`src/rtl/alu_operand_pkg.sv`:
```
// Shared encodings and default widths for the ALU second-operand stage.
package alu_operand_pkg;

  localparam int DEFAULT_DATA_W = 32;
  localparam int DEFAULT_IMM_W  = 16;

  typedef enum logic [1:0] {
    SEL_REG      = 2'b00,
    SEL_IMM_SEXT = 2'b01,
    SEL_IMM_ZEXT = 2'b10,
    SEL_CALL     = 2'b11
  } selCode_t;

  typedef enum logic [1:0] {
    ST_EMPTY = 2'b00,
    ST_ONE   = 2'b01,
    ST_FULL  = 2'b10
  } bufState_t;

endpackage

```
`src/rtl/operand_skid_buffer.sv`:
```
// Generic 2-entry valid/ready skid buffer with synchronous flush.
// The main register drives the output; the skid register absorbs one extra entry.
module operand_skid_buffer
  import alu_operand_pkg::*;
#(
  parameter int DATA_W = DEFAULT_DATA_W
) (
  input  logic              iClk,
  input  logic              iRst_n,
  input  logic              iValid,
  output logic              oReady,
  input  logic [DATA_W-1:0] iData,
  input  logic              iFlush,
  output logic              oValid,
  input  logic              iReady,
  output logic [DATA_W-1:0] oData
);

  bufState_t         state;
  logic [DATA_W-1:0] mainReg;
  logic [DATA_W-1:0] skidReg;
  logic              acc;
  logic              pop;

  // Handshake flags come only from the registered state, so iReady never reaches oReady.
  assign oValid = (state != ST_EMPTY);
  assign oReady = (state != ST_FULL);
  assign oData  = mainReg;
  assign acc    = iValid && oReady;
  assign pop    = oValid && iReady;

  // Flush leaves mainReg alone so the output does not change until the next accept.
  always_ff @(posedge iClk) begin
    if (!iRst_n) begin
      state   <= ST_EMPTY;
      mainReg <= '0;
      skidReg <= '0;
    end else if (iFlush) begin
      state <= ST_EMPTY;
    end else begin
      case (state)
        ST_EMPTY: begin
          if (acc) begin
            mainReg <= iData;
            state   <= ST_ONE;
          end
        end
        ST_ONE: begin
          if (acc && !pop) begin
            skidReg <= iData;
            state   <= ST_FULL;
          end else if (acc && pop) begin
            mainReg <= iData;
          end else if (pop) begin
            state <= ST_EMPTY;
          end
        end
        ST_FULL: begin
          if (pop) begin
            mainReg <= skidReg;
            state   <= ST_ONE;
          end
        end
        default: state <= ST_EMPTY;
      endcase
    end
  end

endmodule

```
`src/rtl/alu_operand_stage.sv`:
```
// Registered ALU second-operand selector: picks register/forward, immediate or call
// constant at accept time and queues it in a skid buffer toward the ALU.
module alu_operand_stage
  import alu_operand_pkg::*;
#(
  parameter int                DATA_W     = DEFAULT_DATA_W,
  parameter int                IMM_W      = DEFAULT_IMM_W,
  parameter logic [DATA_W-1:0] CALL_CONST = {DATA_W{1'b1}}
) (
  input  logic              iClk,
  input  logic              iRst_n,
  input  logic              iValid,
  output logic              oReady,
  input  logic [1:0]        iSel,
  input  logic [DATA_W-1:0] iSrc,
  input  logic [IMM_W-1:0]  iImmediate,
  input  logic              iFwdEn,
  input  logic [DATA_W-1:0] iFwdData,
  input  logic              iFlush,
  output logic              oValid,
  input  logic              iReady,
  output logic [DATA_W-1:0] oSrc
);

  logic [DATA_W-1:0] selOperand;

  always_comb begin
    selOperand = '0;
    case (selCode_t'(iSel))
      SEL_REG:      selOperand = iFwdEn ? iFwdData : iSrc;
      SEL_IMM_SEXT: selOperand = DATA_W'($signed(iImmediate));
      SEL_IMM_ZEXT: selOperand = DATA_W'(iImmediate);
      SEL_CALL:     selOperand = CALL_CONST;
    endcase
  end

  operand_skid_buffer #(
    .DATA_W(DATA_W)
  ) skidBuffer (
    .iClk  (iClk),
    .iRst_n(iRst_n),
    .iValid(iValid),
    .oReady(oReady),
    .iData (selOperand),
    .iFlush(iFlush),
    .oValid(oValid),
    .iReady(iReady),
    .oData (oSrc)
  );

endmodule

```
`config.mk`:
```
export PLATFORM = sky130hd
export DESIGN_NAME = alu_operand_stage
export DESIGN_NICKNAME = d
export VERILOG_FILES = /design/src/rtl/alu_operand_pkg.sv /design/src/rtl/operand_skid_buffer.sv /design/src/rtl/alu_operand_stage.sv
export SDC_FILE = /design/constraint.sdc
export NUM_CORES = 1
export LEC_CHECK = 0
export CORE_ASPECT_RATIO = 1.25
export CORE_UTILIZATION = 43
export CTS_CLUSTER_SIZE = 20
export DETAILED_ROUTE_END_ITERATION = 12
export HOLD_SLACK_MARGIN = 0.12
export PLACE_DENSITY = 0.78
export SYNTH_ARGS = -nofsm -noshare
export SYNTH_HDL_FRONTEND = slang
export SYNTH_HIERARCHICAL = 1
export SYNTH_SLANG_ARGS = --single-unit
```
`constraint.sdc`:
```
create_clock -name iClk -period 1.4 [get_ports iClk]
set_input_delay 0.28 -clock iClk [delete_from_list [all_inputs] [get_ports iClk]]
set_output_delay 0.28 -clock iClk [all_outputs]
set_load 0.005 [all_outputs]
```
**Word-level counts from Yosys, hierarchy flattened**

Index checks and enable logic that the tools add are counted.

- Equality and inequality tests: 12
- Muxes and demuxes: 13
- Bitwise operators: 2
- Reductions and logical operators: 13

Operator list:

| cell | count |
|---|---|
| $mux 32 | 5 |
| $pmux 32 s4 | 1 |
| $pmux 32 s3 | 1 |
| $mux 2 | 5 |
| $eq 2x2->1 const B | 3 |
| $ne 2x1->1 const B | 3 |
| $pmux 2 s3 | 1 |
| $reduce_and 6->1 | 1 |
| $eq 2x1->1 const B | 2 |
| $logic_and 1x1->1 | 4 |
| $logic_not 2->1 | 2 |
| $ne 2x2->1 const B | 2 |
| $reduce_and 4->1 | 1 |
| $ne 3x1->1 const B | 1 |
| $ne 3x2->1 const B | 1 |
| $reduce_and 3->1 | 1 |
| $reduce_bool 3->1 | 1 |
| $not 1->1 | 2 |
| $reduce_bool 2->1 | 1 |
| $reduce_or 2->1 | 1 |
| $logic_not 1->1 | 1 |

- Register bits after elaboration: 66
- Bits of input ports: 88
- Output and inout port bits: 34
- Word-level logic and storage cells: 43

**Logic depth before layout (Yosys ltp)**

Gate-level depths: netlist of the first run.

- Word-level depth: 6
- Depth in mapped cells: 7
- Gate-level depth less buffers: 5

**Hierarchy**

Netlist of the first run, hierarchy kept.

Modules (own cells, without submodules):

| module | times used | cells each | area each (um^2) | sequential area each (um^2) |
|---|---|---|---|---|
| operand_skid_buffer | 1 | 309 | 2,856.5 | 1,321.3 |
| alu_operand_stage | 1 | 113 | 1,013.5 | 0.0 |

**Worst setup path before layout of the first run**

Ideal clock, no wire load.

- Path type: input to register
- Start: input iFwdEn
- End: register skidBuffer.mainReg[17] (netlist: skidBuffer/oData[17])
- Library setup time: 0.116 ns
- Arrival time: 1.296 ns
- Data required time: 1.284 ns
- Setup slack: -0.012 ns
- Stages on the path: 7
- Path buffers: 2
- Cells stage by stage: buf_6 -> bufbuf_8 -> mux2i_1 -> o21ai_2 -> mux2i_1 -> nor4_1 -> a31o_1

- Cells in the longest elaborated chain, start to end: 5
- Elaborated cells between the ends (all ways): 6
- Classes of those cells: 6 x mux

Ends and longest elaborated chain:

| item | RTL line | text |
|---|---|---|
| start, declared | alu_operand_stage.sv:17 | `input logic iFwdEn,` |
| $mux 32 * | alu_operand_stage.sv:30 | `SEL_REG: selOperand = iFwdEn ? iFwdData : iSrc;` |
| $pmux 32 s4 * | alu_operand_stage.sv:29 | `case (selCode_t'(iSel))` |
| named net selOperand[17] | alu_operand_stage.sv:25 | `logic [DATA_W-1:0] selOperand;` |
| $mux 32 | operand_skid_buffer.sv:52 | `end else if (acc && pop) begin` |
| $mux 32 | operand_skid_buffer.sv:49 | `if (acc && !pop) begin` |
| $pmux 32 s3 * | operand_skid_buffer.sv:41 | `case (state)` |
| end signal, assigned | operand_skid_buffer.sv:44 | `mainReg <= iData;` |
| end signal, assigned | operand_skid_buffer.sv:53 | `mainReg <= iData;` |
| end signal, assigned | operand_skid_buffer.sv:60 | `mainReg <= skidReg;` |
| end, declared | operand_skid_buffer.sv:20 | `logic [DATA_W-1:0] mainReg;` |

Mark *: on every way through the listed nets, which the timed path passes. The rest lies on a longest branch. The select of a mux whose other input is x is not followed.
A chain may end at the register's enable or synchronous reset.

**Worst setup path after layout of the first run**

- Start: register skidBuffer.state[0]
- End: register skidBuffer.mainReg[24] (netlist: skidBuffer/oData[24])

- Cells in the longest elaborated chain, start to end: 6
- Elaborated cells between the ends (all ways): 17
- Classes of those cells: 7 x eq/ne; 1 x mux; 9 x reduce/logical

Ends and longest elaborated chain:

| item | RTL line | text |
|---|---|---|
| start, declared | operand_skid_buffer.sv:19 | `bufState_t state;` |
| start signal, assigned | operand_skid_buffer.sv:35 | `state <= ST_EMPTY;` |
| start signal, assigned | operand_skid_buffer.sv:39 | `state <= ST_EMPTY;` |
| start signal, assigned | operand_skid_buffer.sv:45 | `state <= ST_ONE;` |
| $reduce_bool 2->1 | operand_skid_buffer.sv:26 | `assign oValid = (state != ST_EMPTY);` |
| $logic_and 1x1->1 | operand_skid_buffer.sv:30 | `assign pop = oValid && iReady;` |
| $logic_not 1->1 | operand_skid_buffer.sv:49 |  |
| $logic_and 1x1->1 | operand_skid_buffer.sv:49 |  |
| $ne 2x2->1 (no source line) | n/a |  |
| $reduce_and 6->1 (no source line) | n/a |  |

Several ways; a longest one is shown, not always the timed one.

==> results of run 1 <==
[per-layer routing]
| metal | vias up | GRT usage, % |
|---|---|---|
| li1 | 1859 | - |
| met1 | 1925 | 27.7 |
| met2 | 206 | 47.5 |
| met3 | 46 | 5.04 |
| met4 | 0 | 12.1 |
| met5 | - | 0 |
[synth_stat cells, types with 2 or more instances]
cell type and instances:
sky130_fd_sc_hd__a31o_1 32, sky130_fd_sc_hd__nand2b_1 2, sky130_fd_sc_hd__o21ai_1 6, sky130_fd_sc_hd__a221oi_1 4, sky130_fd_sc_hd__mux2i_1 64, sky130_fd_sc_hd__a21oi_1 33, sky130_fd_sc_hd__dfxtp_1 66, sky130_fd_sc_hd__buf_6 10
sky130_fd_sc_hd__buf_8 3, sky130_fd_sc_hd__or2_1 2, sky130_fd_sc_hd__nor3b_1 17, sky130_fd_sc_hd__buf_2 11, sky130_fd_sc_hd__clkbuf_1 14, sky130_fd_sc_hd__nor4_1 32, sky130_fd_sc_hd__inv_1 15, sky130_fd_sc_hd__o21ai_2 10
sky130_fd_sc_hd__a221oi_2 11, sky130_fd_sc_hd__nand2_1 66, sky130_fd_sc_hd__buf_4 5
[cells by family (layout without fill, tap and decap cells)]
group / count (synthesis) / after routing
and+or+nand+nor: 128 / 129
buffers and inverters: 62 / 218
muxes: 64 / 64
DFF: 66 / 66
AOI/OAI and AO/OA: 102 / 102
[repair_timing]
item | 4_1_cts | 5_1_grt
gates cloned | 6 | 6
pin swaps | 19 | 29
endpoints found under the setup margin | 98 | 66
setup buffers | 9 | 2
resized for setup | 133 | 88
hold endpoints to repair | 0 | 0
[state kept, by name, indices dropped and copies added (netlist names)]
register,flops
skidBuffer/oData,32
skidBuffer/skidReg,32
skidBuffer/state,2
[stage by stage]
| stage | utilization (%) | instances | cell area, um^2 | setup slack [ps] |
|---|---|---|---|---|
| 2_1_floorplan | - | 422 | 3870 | 10.9 |
| 3_3_place_gp | 61.2 | 662 | 5320 | -633 |
| 3_5_place_dp | 61.2 | 662 | 5320 | -699 |
| 4_1_cts | 68.7 | 693 | 5970 | -88.9 |
| 5_1_grt | 75.1 | 699 | 6540 | -241 |
| 6_report | 75.1 | 699 | 6540 | -127 |
[report_power, final]
group | leakage, nW | internal, W | switching [W]
sequential | 0.543 | 0.00195 | 0.0000429
clock | 0.0945 | 0.000870 | 0.000770
combinational | 2.10 | 0.000739 | 0.000619
[final cells by class]
class,count,share of cell area (%)
clock buffers,10,2.11
clock inverters,6,1.01
inverters,16,0.919
multi-input cells,295,42.1
flip-flops and latches,66,20.6
well taps,120,2.30
repair buffers,186,31.0
[worst max path at each step]
stage	cells after the start	endpoint
after floorplan	7	skidBuffer/oData[12]$_SDFFE_PN0P_
after global placement	7	skidBuffer/oData[10]$_SDFFE_PN0P_
after detailed placement	7	skidBuffer/oData[13]$_SDFFE_PN0P_
after CTS	7	skidBuffer/oData[6]$_SDFFE_PN0P_
after global routing	8	skidBuffer/oData[26]$_SDFFE_PN0P_
final	7	skidBuffer/oData[24]$_SDFFE_PN0P_
==> out/summary.json, run 1 <==
{
  "logic_synthesis": {
    "syn-num-nets": 510,
    "yosysSeqAreaShare_pct": 34.1,
    "synth_largest_area_cell": "sky130_fd_sc_hd__dfxtp_1",
    "netlist_top_cells_area": "sky130_fd_sc_hd__dfxtp_1 34%, sky130_fd_sc_hd__mux2i_1 17%, sky130_fd_sc_hd__a31o_1 7.2%",
    "synth.top_cell.area_share_pct": 34.1,
    "synth.cell_area_um2": 3870,
    "synth_top_flop_cell": "sky130_fd_sc_hd__dfxtp_1",
    "synth.mux.area_fraction_pct": 16.6,
    "largest_family_of_logic_cells_by_synthesized_area": "compound AO/OA/AOI/OAI gates",
    "postSynthRegisterBits": 66,
    "synth_async_reset_ratio_pct": 0,
    "synth_adder_area_share_pct": 0,
    "compound_gate_portion_of_the_synthesized_area_pct": 21.3,
    "synthesis.instances": 422,
    "post_synth.cell_area_avg_um2": 9.17,
    "synthSimpleGateAreaFrac_pct": 17.5,
    "synth_cell_type_count": 38,
    "yosys_warning_count": 6,
    "synth-edff-count": 0,
    "synthXorXnorAreaFrac_pct": 0
  },
  "setup_path": {
    "critPathMaxStageDelay_ps": 330,
    "timing.critical_path.required_ps": 1690,
    "critical_setup_path_class": "flop to flop",
    "worstSetupEndpointType": "flop",
    "cp_max_fo": 5,
    "start_kind": "flop",
    "critical_path.slowest_cell": "sky130_fd_sc_hd__dfxtp_2",
    "reg2reg_to": "skidBuffer/oData[24]$_SDFFE_PN0P_",
    "worst_reg2reg_path_startpoint": "skidBuffer/state[0]$_SDFFE_PP0P_",
    "reg2regPathDepth": 7,
    "cp_num_buf_inv": 3,
    "crit_family": "simple AND/OR/NAND/NOR gates",
    "crit_path_cell_trace": "buf_6 > and3b_2 > a21oi_4 > buf_8 > buf_12 > nor4_1 > a31o_1",
    "timing.critical_path.arrival_ps": 1820,
    "rrSetupSlack_ps": -130,
    "timing.critical_path.from": "skidBuffer/state[0]$_SDFFE_PP0P_"
  },
  "timing": {
    "final_max_slew_viol_count": 0,
    "grt_setup_unrepaired": "true",
    "final.setup.worst_slack_ps": -127,
    "worst-slew-pin-transition_ps": 508,
    "worst_slew_margin_rel_pct": 66.2,
    "period_minus_slack_ps": 1530,
    "timing.setup.tns_ps": -4700,
    "final.setup_skew_ps": 9.50,
    "fin_worst_hold_slack_ps": 351,
    "final.period_utilization_pct": 109,
    "setup_viol": 62,
    "hold_viol_final": 0,
    "clock.fmax_mhz": 655
  },
  "global_route": {
    "grt_first_pass_wirelength_um": 18800,
    "grt_remaining_overflow": 0,
    "first_global_vias": 4054,
    "global_route.usage.total_pct": 25.7,
    "grt_start_max_net_pins": 33,
    "grt_antenna_before_repair": 0
  },
  "floorplanning": {
    "start_util_pct": 44.5,
    "fp-row-count": 38,
    "core_region_area_um2": 8700,
    "dieWidth_um": 86.9,
    "die-height_um": 108,
    "io_pins": 122,
    "floorplan.die_area_um2": 9390
  },
  "clocking": {
    "clock_pin_slew_reported_for_the_worst_setup_and_hold_paths_after_clock_tree_synthesis_ps": 80,
    "clock_path_buffers": 2,
    "cts_made_buffers": 9,
    "htreeDepth": 3,
    "clock_tree_from_tritoncts": "yes",
    "insertion_delay_ps": 350,
    "clk_sink_count": 66,
    "cts_hold_buf": 0,
    "cts_root_buf": "sky130_fd_sc_hd__clkbuf_8"
  },
  "route": {
    "m1WireLength_um": 5010,
    "drc": 0,
    "met3_wirelength_um": 1000,
    "detail-route-antenna-nets": 0,
    "firstDrtPassIters": 7,
    "avgViaCountPerCell": 5.77,
    "met2_wirelength_um": 6940,
    "maxUsedRoutingLayer": "met4",
    "detailedRoute.firstIterationViolations": 317,
    "post_detailed_route_wirelength_per_cell_um": 19.3,
    "detail_route.wirelength_um": 13500,
    "num_vias": 4036
  },
  "power": {
    "power_density_nw_per_um2": 764,
    "total_power_w": 0.00499,
    "worst_ir_drop_on_vdd_mv": 0.501,
    "leakage_component_of_the_power_nw": 2.73
  },
  "layout": {
    "layout-drive-gt1-share_pct": 37.0,
    "layout_commonest_cell": "sky130_fd_sc_hd__clkdlybuf4s50_1",
    "fin_nets": 662,
    "layout.area.seq_um2": 1340,
    "area_growth_syn_to_layout_pct": 68.9,
    "most-common-layout-cells": "81 x sky130_fd_sc_hd__clkdlybuf4s50_1, 54 x sky130_fd_sc_hd__mux2i_1, 50 x sky130_fd_sc_hd__dfxtp_1",
    "insertedDiodeCount": 0,
    "multi_input_comb_area_um2": 2750,
    "fillerInstances": 589
  },
  "worst_hold_path": {
    "timing.hold.worst_path_depth": 2,
    "worst_hold_endpoint": "skidBuffer/state[1]$_SDFFE_PP0P_",
    "worst_hold_class": "input pin to flop",
    "hold_path.startpoint": "iReady"
  },
  "placed_design": {
    "post-dp-hpwl_um": 7840,
    "place_congestion": 0.783,
    "numPortBuffers": 121
  },
  "job": {
    "max-cap-violations": 0
  },
  "status": {
    "status": "finished with violations",
    "failed_checks": "negative setup slack"
  }
}
(Power assumes the default switching activity.)
==> inputs of run 2 (changes only) <==
- CTS_CLUSTER_DIAMETER: default -> 60
==> results of run 2 <==
Same layout as run 1: the final DEF is identical, and so are final timing and power.
==> inputs of run 3 (changes only) <==
- HOLD_SLACK_MARGIN: 0.12 -> 0.15
==> results of run 3 <==
Same layout as run 1: the final DEF is identical, and so are final timing and power.
